**config.mk**
```make
export PLATFORM = sky130hd
export DESIGN_NAME = tick_scheduler_flat
export DESIGN_NICKNAME = d
export VERILOG_FILES = /design/src/rtl/tick_scheduler_if.sv /design/src/rtl/tick_scheduler.sv /design/src/flat_wrapper.sv
export SDC_FILE = /design/constraint.sdc
export NUM_CORES = 1
export LEC_CHECK = 0
export CAP_MARGIN = 20
export CELL_PAD_IN_SITES_DETAIL_PLACEMENT = 0
export CELL_PAD_IN_SITES_GLOBAL_PLACEMENT = 2
export CORE_MARGIN = 5
export CORE_UTILIZATION = 41
export CTS_CLUSTER_SIZE = 25
export DETAILED_ROUTE_END_ITERATION = 12
export DONT_BUFFER_PORTS = 1
export PLACE_DENSITY = 0.89
export SLEW_MARGIN = 20
export SYNTH_ARGS = -nofsm -noshare
export SYNTH_HDL_FRONTEND = slang
export SYNTH_SLANG_ARGS = --single-unit
```
**constraint.sdc**
```tcl
create_clock -name clk -period 5.7 [get_ports clk]
set_clock_uncertainty 0.1 [all_clocks]
set_input_delay 0.855 -clock clk [delete_from_list [all_inputs] [get_ports clk]]
set_output_delay 0.855 -clock clk [all_outputs]
set_load 0.05 [all_outputs]
```
**src/rtl/tick_scheduler_if.sv**
```systemverilog
// Bus between the frame timing logic, the configuration source and the event consumer
// of tick_scheduler. The master drives ticks, configuration and ev_ready.
interface tick_scheduler_if #(
   parameter int NUM_REQ = 4,
   parameter int IW      = 8
);
   logic               frame_tick;
   logic               pause;
   logic               cfg_valid;
   logic [1:0]         cfg_id;
   logic [IW-1:0]      cfg_interval;
   logic               ev_valid;
   logic [1:0]         ev_id;
   logic               ev_ready;
   logic [NUM_REQ-1:0] overrun;
   logic               overrun_clr;

   modport master (
      output frame_tick, pause, cfg_valid, cfg_id, cfg_interval, ev_ready, overrun_clr,
      input  ev_valid, ev_id, overrun
   );

   modport slave (
      input  frame_tick, pause, cfg_valid, cfg_id, cfg_interval, ev_ready, overrun_clr,
      output ev_valid, ev_id, overrun
   );
endinterface

```
**src/rtl/tick_scheduler.sv**
```systemverilog
// Per-requester frame interval counters; due events are shared on one valid/ready port
// through a round-robin arbiter, with sticky overrun flags for events that get lost.
module tick_scheduler #(
   parameter int IW = 8
) (
   input  logic             clk,
   input  logic             reset,
   tick_scheduler_if.slave  bus
);
   localparam int            NUM_REQ = 4;
   localparam logic [IW-1:0] CNT_ZERO = {IW{1'b0}};
   localparam logic [IW-1:0] CNT_ONE  = {{(IW-1){1'b0}}, 1'b1};

   logic [IW-1:0]      interval_q [NUM_REQ];
   logic [IW-1:0]      interval_d [NUM_REQ];
   logic [IW-1:0]      counter_q  [NUM_REQ];
   logic [IW-1:0]      counter_d  [NUM_REQ];
   logic [NUM_REQ-1:0] pending_q, pending_d;
   logic [NUM_REQ-1:0] overrun_q, overrun_d;
   logic               ev_valid_q, ev_valid_d;
   logic [1:0]         ev_id_q, ev_id_d;
   logic [1:0]         rr_ptr_q, rr_ptr_d;

   logic               tick_s;
   logic               load_s;
   logic               gnt_any_s;
   logic [1:0]         gnt_id_s;
   logic               hit_s;
   logic [NUM_REQ-1:0] gnt_oh_s;
   logic [NUM_REQ-1:0] cfg_hit_s;
   logic [NUM_REQ-1:0] expire_s;

   assign tick_s = bus.frame_tick & ~bus.pause;
   assign load_s = ~ev_valid_q | bus.ev_ready;

   // Round-robin pick: first pending id at or after rr_ptr, only when the stage can load
   always_comb begin
      gnt_any_s = 1'b0;
      gnt_id_s  = 2'd0;
      hit_s     = 1'b0;
      gnt_oh_s  = {NUM_REQ{1'b0}};
      for (int k = 0; k < NUM_REQ; k++) begin
         hit_s     = load_s & ~gnt_any_s & pending_q[rr_ptr_q + 2'(k)];
         gnt_id_s  = hit_s ? (rr_ptr_q + 2'(k)) : gnt_id_s;
         gnt_any_s = gnt_any_s | hit_s;
      end
      for (int i = 0; i < NUM_REQ; i++) begin
         gnt_oh_s[i] = gnt_any_s & (gnt_id_s == 2'(i));
      end
   end

   // Per-requester next state: configuration beats a tick for its own id only
   always_comb begin
      for (int i = 0; i < NUM_REQ; i++) begin
         cfg_hit_s[i] = bus.cfg_valid & (bus.cfg_id == 2'(i));
         expire_s[i]  = tick_s & ~cfg_hit_s[i] & (interval_q[i] != CNT_ZERO)
                        & (counter_q[i] == CNT_ONE);
         interval_d[i] = interval_q[i];
         counter_d[i]  = counter_q[i];
         pending_d[i]  = pending_q[i];
         if (cfg_hit_s[i]) begin
            interval_d[i] = bus.cfg_interval;
            counter_d[i]  = bus.cfg_interval;
            pending_d[i]  = 1'b0;
         end else if (tick_s && (interval_q[i] != CNT_ZERO)) begin
            counter_d[i] = expire_s[i] ? interval_q[i] : (counter_q[i] - CNT_ONE);
            pending_d[i] = expire_s[i] | (pending_q[i] & ~gnt_oh_s[i]);
         end else begin
            pending_d[i] = pending_q[i] & ~gnt_oh_s[i];
         end
         // A same-cycle overrun wins over the clear
         overrun_d[i] = (expire_s[i] & pending_q[i] & ~gnt_oh_s[i])
                        | (overrun_q[i] & ~bus.overrun_clr);
      end
   end

   // Output stage: reload on empty or handshake, otherwise hold valid and id
   always_comb begin
      ev_valid_d = ev_valid_q;
      ev_id_d    = ev_id_q;
      rr_ptr_d   = rr_ptr_q;
      if (load_s) begin
         ev_valid_d = gnt_any_s;
         if (gnt_any_s) begin
            ev_id_d  = gnt_id_s;
            rr_ptr_d = gnt_id_s + 2'd1;
         end else begin
            ev_id_d  = ev_id_q;
         end
      end else begin
         ev_valid_d = ev_valid_q;
      end
   end

   // State registers with synchronous reset
   always_ff @(posedge clk) begin
      if (reset) begin
         for (int i = 0; i < NUM_REQ; i++) begin
            interval_q[i] <= CNT_ZERO;
            counter_q[i]  <= CNT_ZERO;
         end
         pending_q  <= {NUM_REQ{1'b0}};
         overrun_q  <= {NUM_REQ{1'b0}};
         ev_valid_q <= 1'b0;
         ev_id_q    <= 2'd0;
         rr_ptr_q   <= 2'd0;
      end else begin
         for (int i = 0; i < NUM_REQ; i++) begin
            interval_q[i] <= interval_d[i];
            counter_q[i]  <= counter_d[i];
         end
         pending_q  <= pending_d;
         overrun_q  <= overrun_d;
         ev_valid_q <= ev_valid_d;
         ev_id_q    <= ev_id_d;
         rr_ptr_q   <= rr_ptr_d;
      end
   end

   assign bus.ev_valid = ev_valid_q;
   assign bus.ev_id    = ev_id_q;
   assign bus.overrun  = overrun_q;

endmodule

```
**src/flat_wrapper.sv**
```systemverilog
// flat-port wrapper written by rule: the top's interface ports become plain ports
module tick_scheduler_flat 
#(
   parameter int IW = 8
)
  (clk, reset, bus_frame_tick, bus_pause, bus_cfg_valid, bus_cfg_id, bus_cfg_interval, bus_ev_ready, bus_overrun_clr, bus_ev_valid, bus_ev_id, bus_overrun);
  tick_scheduler_if #(.IW(IW)) bus_i ();
  input  logic clk;
  input  logic reset;
  input wire logic [$bits(bus_i.frame_tick)-1:0] bus_frame_tick;
  input wire logic [$bits(bus_i.pause)-1:0] bus_pause;
  input wire logic [$bits(bus_i.cfg_valid)-1:0] bus_cfg_valid;
  input wire logic [$bits(bus_i.cfg_id)-1:0] bus_cfg_id;
  input wire logic [$bits(bus_i.cfg_interval)-1:0] bus_cfg_interval;
  input wire logic [$bits(bus_i.ev_ready)-1:0] bus_ev_ready;
  input wire logic [$bits(bus_i.overrun_clr)-1:0] bus_overrun_clr;
  output wire logic [$bits(bus_i.ev_valid)-1:0] bus_ev_valid;
  output wire logic [$bits(bus_i.ev_id)-1:0] bus_ev_id;
  output wire logic [$bits(bus_i.overrun)-1:0] bus_overrun;
  assign bus_i.frame_tick = bus_frame_tick;
  assign bus_i.pause = bus_pause;
  assign bus_i.cfg_valid = bus_cfg_valid;
  assign bus_i.cfg_id = bus_cfg_id;
  assign bus_i.cfg_interval = bus_cfg_interval;
  assign bus_i.ev_ready = bus_ev_ready;
  assign bus_i.overrun_clr = bus_overrun_clr;
  assign bus_ev_valid = bus_i.ev_valid;
  assign bus_ev_id = bus_i.ev_id;
  assign bus_overrun = bus_i.overrun;
  tick_scheduler #(.IW(IW)) u_core (.clk(clk), .reset(reset), .bus(bus_i));
endmodule
```
# ---- Yosys cells after proc, flatten, opt, wreduce, memory -nomap -nowiden
# Memories as Yosys holds them, arrays and structs flattened.
# Cells that the tools add are included.
dict set report op_classes {
  bitwise_logic 78
  div 0
  addsub 8
  multipliers 0
  n_reduce_logical 15
  n_shift 0
  n_mux 43
  magnitude_cmp 4
  n_eq_ne 10
}
# operator count
set op_table {}
lappend op_table {{$mux 8} 24}
lappend op_table {{$and 1x1->1} 44}
lappend op_table {{$eq 8x1->1 const B} 4}
lappend op_table {{$reduce_bool 8->1} 4}
lappend op_table {{$sub 8x1->8 const B} 4}
lappend op_table {{$or 1x1->1} 20}
lappend op_table {{$not 1->1} 14}
lappend op_table {{$lt 2x3->1 const B} 4}
lappend op_table {{$mux 1} 11}
lappend op_table {{$bmux 1 s2} 4}
lappend op_table {{$eq 2x2->1 const B} 4}
lappend op_table {{$mux 2} 4}
lappend op_table {{$reduce_or 2->1} 4}
lappend op_table {{$add 2x1->2 const B} 2}
lappend op_table {{$add 2x2->2 const B} 2}
lappend op_table {{$eq 2x1->1 const B} 2}
lappend op_table {{$logic_and 1x1->1} 4}
lappend op_table {{$logic_not 2->1} 2}
lappend op_table {{$reduce_and 2->1} 1}
dict set report totals {
  latchBits 0
  mem_bits_rw 64
  mem_bits_ro 0
  memories 2
  input_bits 17
  output_inout_bits 7
  word_cells 168
  register_bits 13
}
# name depth width read_ports rd_ports_with_merged_regs wr line
set mem_list {}
lappend mem_list {u_core.counter_q 4 8 4 0 4 tick_scheduler.sv:16} ;# logic [IW-1:0] counter_q [NUM_REQ];
lappend mem_list {u_core.interval_q 4 8 4 0 4 tick_scheduler.sv:14} ;# logic [IW-1:0] interval_q [NUM_REQ];

# ---- Longest topological paths before layout
dict set report depth {
  depth_word 21
  depth_mapped 11
  mapped_depth_nobuf 10
}

# ---- Worst setup path before layout
# OpenSTA, ideal clock, no wires.
dict set report synth_timing {
  path_kind {input to register}
  from {input bus_ev_ready}
  to {register u_core.pending_q[3]}
  required_ps 5474
  slack_ps 3043
  stages 8
  t_arrival_ps 2431
  setup_time_ps 126
  path_buffers 0
  path_cell_list {and2b_4 -> or3_4 -> a2111o_1 -> o221ai_2 -> ha_1 -> inv_1 -> o211ai_1 -> o21ai_1}
}
dict set report synth_via {
  elab_chain_len 20
  elab_cells_between_ends 24
  classes_between {1 x eq/ne; 5 x mux; 18 x bitwise}
}
# element line
set synth_lines {}
lappend synth_lines {{start: declaration} flat_wrapper.sv:15} ;# input wire logic [$bits(bus_i.ev_ready)-1:0] bus_ev_ready;
lappend synth_lines {{$or 1x1->1 (*)} tick_scheduler.sv:34} ;# assign load_s = ~ev_valid_q | bus.ev_ready;
lappend synth_lines {{$and 1x1->1} tick_scheduler.sv:43} ;# hit_s = load_s & ~gnt_any_s & pending_q[rr_ptr_q + 2'(k)];
lappend synth_lines {{$not 1->1} tick_scheduler.sv:43}
lappend synth_lines {{$and 1x1->1 (2 in series)} tick_scheduler.sv:43}
lappend synth_lines {{$or 1x1->1} tick_scheduler.sv:45} ;# gnt_any_s = gnt_any_s | hit_s;
lappend synth_lines {{$not 1->1} tick_scheduler.sv:43}
lappend synth_lines {{$and 1x1->1 (2 in series)} tick_scheduler.sv:43}
lappend synth_lines {{$or 1x1->1} tick_scheduler.sv:45}
lappend synth_lines {{[3 not listed]} --}
lappend synth_lines {{$mux 2 (*)} tick_scheduler.sv:44} ;# gnt_id_s = hit_s ? (rr_ptr_q + 2'(k)) : gnt_id_s;
lappend synth_lines {{via u_core.gnt_id_s[1]} tick_scheduler.sv:27} ;# logic [1:0] gnt_id_s;
lappend synth_lines {{$eq 2x2->1 (*)} tick_scheduler.sv:48} ;# gnt_oh_s[i] = gnt_any_s & (gnt_id_s == 2'(i));
lappend synth_lines {{$and 1x1->1 (*)} tick_scheduler.sv:48}
lappend synth_lines {{$not 1->1 (*)} {tick_scheduler.sv:67, tick_scheduler.sv:69}}
lappend synth_lines {{$and 1x1->1 (*)} {tick_scheduler.sv:67, tick_scheduler.sv:69}}
lappend synth_lines {{$or 1x1->1} tick_scheduler.sv:67} ;# pending_d[i] = expire_s[i] | (pending_q[i] & ~gnt_oh_s[i]);
lappend synth_lines {{$mux 1 (*)} tick_scheduler.sv:65} ;# end else if (tick_s && (interval_q[i] != CNT_ZERO)) begin
lappend synth_lines {{end signal: assignment} tick_scheduler.sv:102} ;# pending_q <= {NUM_REQ{1'b0}};
lappend synth_lines {{end signal: assignment} tick_scheduler.sv:112} ;# pending_q <= pending_d;
lappend synth_lines {{end: declaration} tick_scheduler.sv:18} ;# logic [NUM_REQ-1:0] pending_q, pending_d;
# Mark *: on every way through the listed nets, which the timed path passes. The rest lies on a longest branch.
# A chain may end at the register's enable or synchronous reset.

# ---- Final worst setup path
dict set report layout_timing {
  from {register u_core.rr_ptr_q[1]}
  to {register u_core.pending_q[3]}
}
dict set report layout_via {
  elab_chain_len 21
  elab_cells_between_ends 34
  classes_between {3 x add/sub; 1 x eq/ne; 13 x mux; 17 x bitwise}
}
# element line
set layout_lines {}
lappend layout_lines {{start: declaration} tick_scheduler.sv:22} ;# logic [1:0] rr_ptr_q, rr_ptr_d;
lappend layout_lines {{start signal: assignment} tick_scheduler.sv:116} ;# rr_ptr_q <= rr_ptr_d;
lappend layout_lines {{branches (longest 14 deep; another with $add 2x1->2)} --}
lappend layout_lines {{$mux 2 (*)} tick_scheduler.sv:44}
lappend layout_lines {{via u_core.gnt_id_s[1]} tick_scheduler.sv:27}
lappend layout_lines {{$eq 2x2->1 (*)} tick_scheduler.sv:48}
lappend layout_lines {{$and 1x1->1 (*)} tick_scheduler.sv:48}
lappend layout_lines {{$not 1->1 (*)} {tick_scheduler.sv:67, tick_scheduler.sv:69}}
lappend layout_lines {{$and 1x1->1 (*)} {tick_scheduler.sv:67, tick_scheduler.sv:69}}
lappend layout_lines {{$or 1x1->1} tick_scheduler.sv:67}
lappend layout_lines {{$mux 1 (*)} tick_scheduler.sv:65}
# Mark *: on every way through the listed nets, which the timed path passes. The select of a mux whose other input is x is not followed.

==> summary.txt <==
Status: finished, final reports clean
FFs w/ async S/R, synth: 0%
Clock Sinks: 77
Max Slew Vio Count: 0
Final wirelength: 11.4 mm
Clk slew on worst S/H paths: 0.08 ns
Ranking of synthesized cells by area: dfxtp_1, nand2_1, a21oi_1, nor2_1, ha_1
Crit path cell chain: mux2_4, or3_4, a2111o_1, o221ai_2, ha_1, inv_1, o211ai_1, o21ai_1
Detailed Routing Iterations Pass 1: 5
Post-synthesis cell type count: 70
Post-synthesis instance area: 4280 sq um
Placed cell count: 667
Residual DRC: 0
First-pass GRT wire length: 18.7 mm
CTS buffer count: 9
Most frequent cells in the layout: nand2_1, dfxtp_1, a21oi_1
Slew HR: 25.2%
Clock tree buffer depth: 2
Detailed-route vias per instance: 5.71
CTS H-tree depth: 3
Row Count: 37
Mean Syn Cell Area: 7.66 sq um
DRT antenna net count: 0
Required @ worst endpoint: 5.84 ns
Synth Register Bits: 77
Root buf cell: clkbuf_8
Hold buffer count at cts: 0
Ratio of cells with drive above 1 in the final layout: 6.78%
Syn Nets: 587
Crit Path Max Fanout: 14
Die H: 112 um
Synth area leader: dfxtp_1
Die area: 12600 sq um
Initial antenna violation count: 0
Tcrit/Tclk final: 48.9%
N_diodes: 0
Worst slew pin tran: 1.12 ns
Worst min path class: register to register
Peak supply drop: 0.142 mV
Cts repair resizes: 0
Total core area: 10200 sq um
Non-Filler Instances: 682
Hold violation total from the final report: 0
Port-buffer cells: 0
Worst path max stage delay: 0.65 ns
Fill cells: 1047
Share of Yosys cell area claimed by the top area cell type: 36.0%
CTS tree: yes
Cell area after layout: 4540 sq um
Seq/Total Area, Yosys: 36.0%
Total of max-cap violations: 0
Initial Util: 41.8%
Clock Latency Late Sink: 0.35 ns
Num ports: 24
PwrDens: 280 nW/um^2
Fin nets: 571
Setup violators final: 0
Commonest non-fill, non-tap cell in the layout: nand2_1
Critical path endpoint category: register
GR Overflow Total: 0
Pin count of the biggest net entering global routing: 71
Setup TNS: 0 ns
Global Route Usage Sum: 18.3%
# Post-CTS Setup Buffers: 0
Area Growth Syn to Fin: 6.20%
Post-synth EDFFs: 0
Die W: 112 um
Max Clk Rate: 0.359 GHz
Hold_ws: 0.369 ns
Hpwl dp: 7.83 mm
Top FF cell, synth: dfxtp_1
Warnings, synthesis: 0
RSZ-0062 raised after global routing: no
Via count of the first global-routing pass: 3565
Final worst path period need: 2.79 ns
Drt wl/cell: 16.7 um
Synth Instances: 558
Worst path slowest cell: dfxtp_1
Final Wtd Congestion: 0.847
Worst Path Arrival: 2.93 ns
LEAKAGE: 1.63 nW
Design Power: 0.00127 W
Critical setup path kind: register to register
DR iter-0 viols: 202
Via count: 3897
Post-DP Area: 4330 sq um
Startpoint Class: register
[Yosys cell counts (5+ instances only)]
master	number
nand2_1	103
dfxtp_1	77
a21oi_1	67
nor2_1	50
clkbuf_1	23
o21ai_1	23
inv_1	17
nor3_1	16
a211oi_1	14
nor4_1	14
ha_1	12
mux2i_1	8
nand2b_1	8
nand3_1	7
nor3b_1	7
o211ai_1	6
o221ai_1	6
or3_1	6
nor2b_1	5
o21ai_0	5
[report_power, final]
part           switching [W]  leakage [nW]  internal (W)
Combinational       0.000121         0.889     0.0000896
Clock               0.000206         0.112      0.000254
Sequential         0.0000334         0.627      0.000565
[final cells by class]
type                            count  area (sq um)  share of cell area (%)
Sequential cell                    77          1540                    33.9
Tap cell                          136           170                    3.75
Clock inverter                      5          75.1                    1.65
Multi-Input combinational cell    433          2530                    55.6
Inverter                           18          67.6                    1.49
Clock buffer                       10           138                    3.03
Timing Repair Buffer                3          22.5                   0.496
[metal layers]
metal	global-route usage, %	share of wire [%]	vias up
li1	-	-	1968
met1	25.6	49	1821
met2	27.9	45	99
met3	4.20	5.2	9
met4	5.77	1.5	0
met5	0	0	-
[cell families after synthesis]
logic type,after synthesis,share of synthesized area [%]
buffers and inverters,48,4.86
AOI/OAI and AO/OA,158,23.3
xor gates and xnor gates,4,0.819
and+or+nand+nor,247,28.4
adders and majority gates,12,3.51
muxes,12,3.01
DFF,77,36.0
[flip-flops by register name, summed over array words and instances, names as in the netlist]
name                 count
u_core.bus.ev_id         2
u_core.pending_q         4
u_core.interval_q       32
u_core.bus.overrun       4
u_core.bus.ev_valid      1
u_core.counter_q        32
u_core.rr_ptr_q          2
[worst max-delay path, delay by kind of cell (launching register included)]
kind | cells | cell delay [ns]
and+or+nand+nor | 1 | 0.38
adders and majority gates | 1 | 0.21
buffers and inverters | 1 | 0.04
muxes | 1 | 0.36
DFF | 1 | 0.65
AOI/OAI and AO/OA | 4 | 0.93
[path summary, 6_finish.rpt]
| path | from | endpoint | slack [ns] | cells after the start |
|---|---|---|---|---|
| setup reg to reg | u_core.rr_ptr_q[1] | u_core.pending_q[3] | 2.91 | 8 |
| setup / recovery | u_core.rr_ptr_q[1] | u_core.pending_q[3] | 2.91 | 8 |
| hold / removal | u_core.interval_q[0][8] | u_core.interval_q[0][8] | 0.37 | 2 |
| hold reg to reg | u_core.interval_q[0][8] | u_core.interval_q[0][8] | 0.37 | 2 |
[through the flow]
stage | worst slack (ns) | util, %
final | 2.91 | 44.4
after global routing | 2.77 | 44.4
after CTS | 2.92 | 44.4
after detailed placement | 2.80 | 42.3
after global placement | 2.94 | 42.3
after floorplan | 3.04 | -
Power figures use the tool's default switching activity.
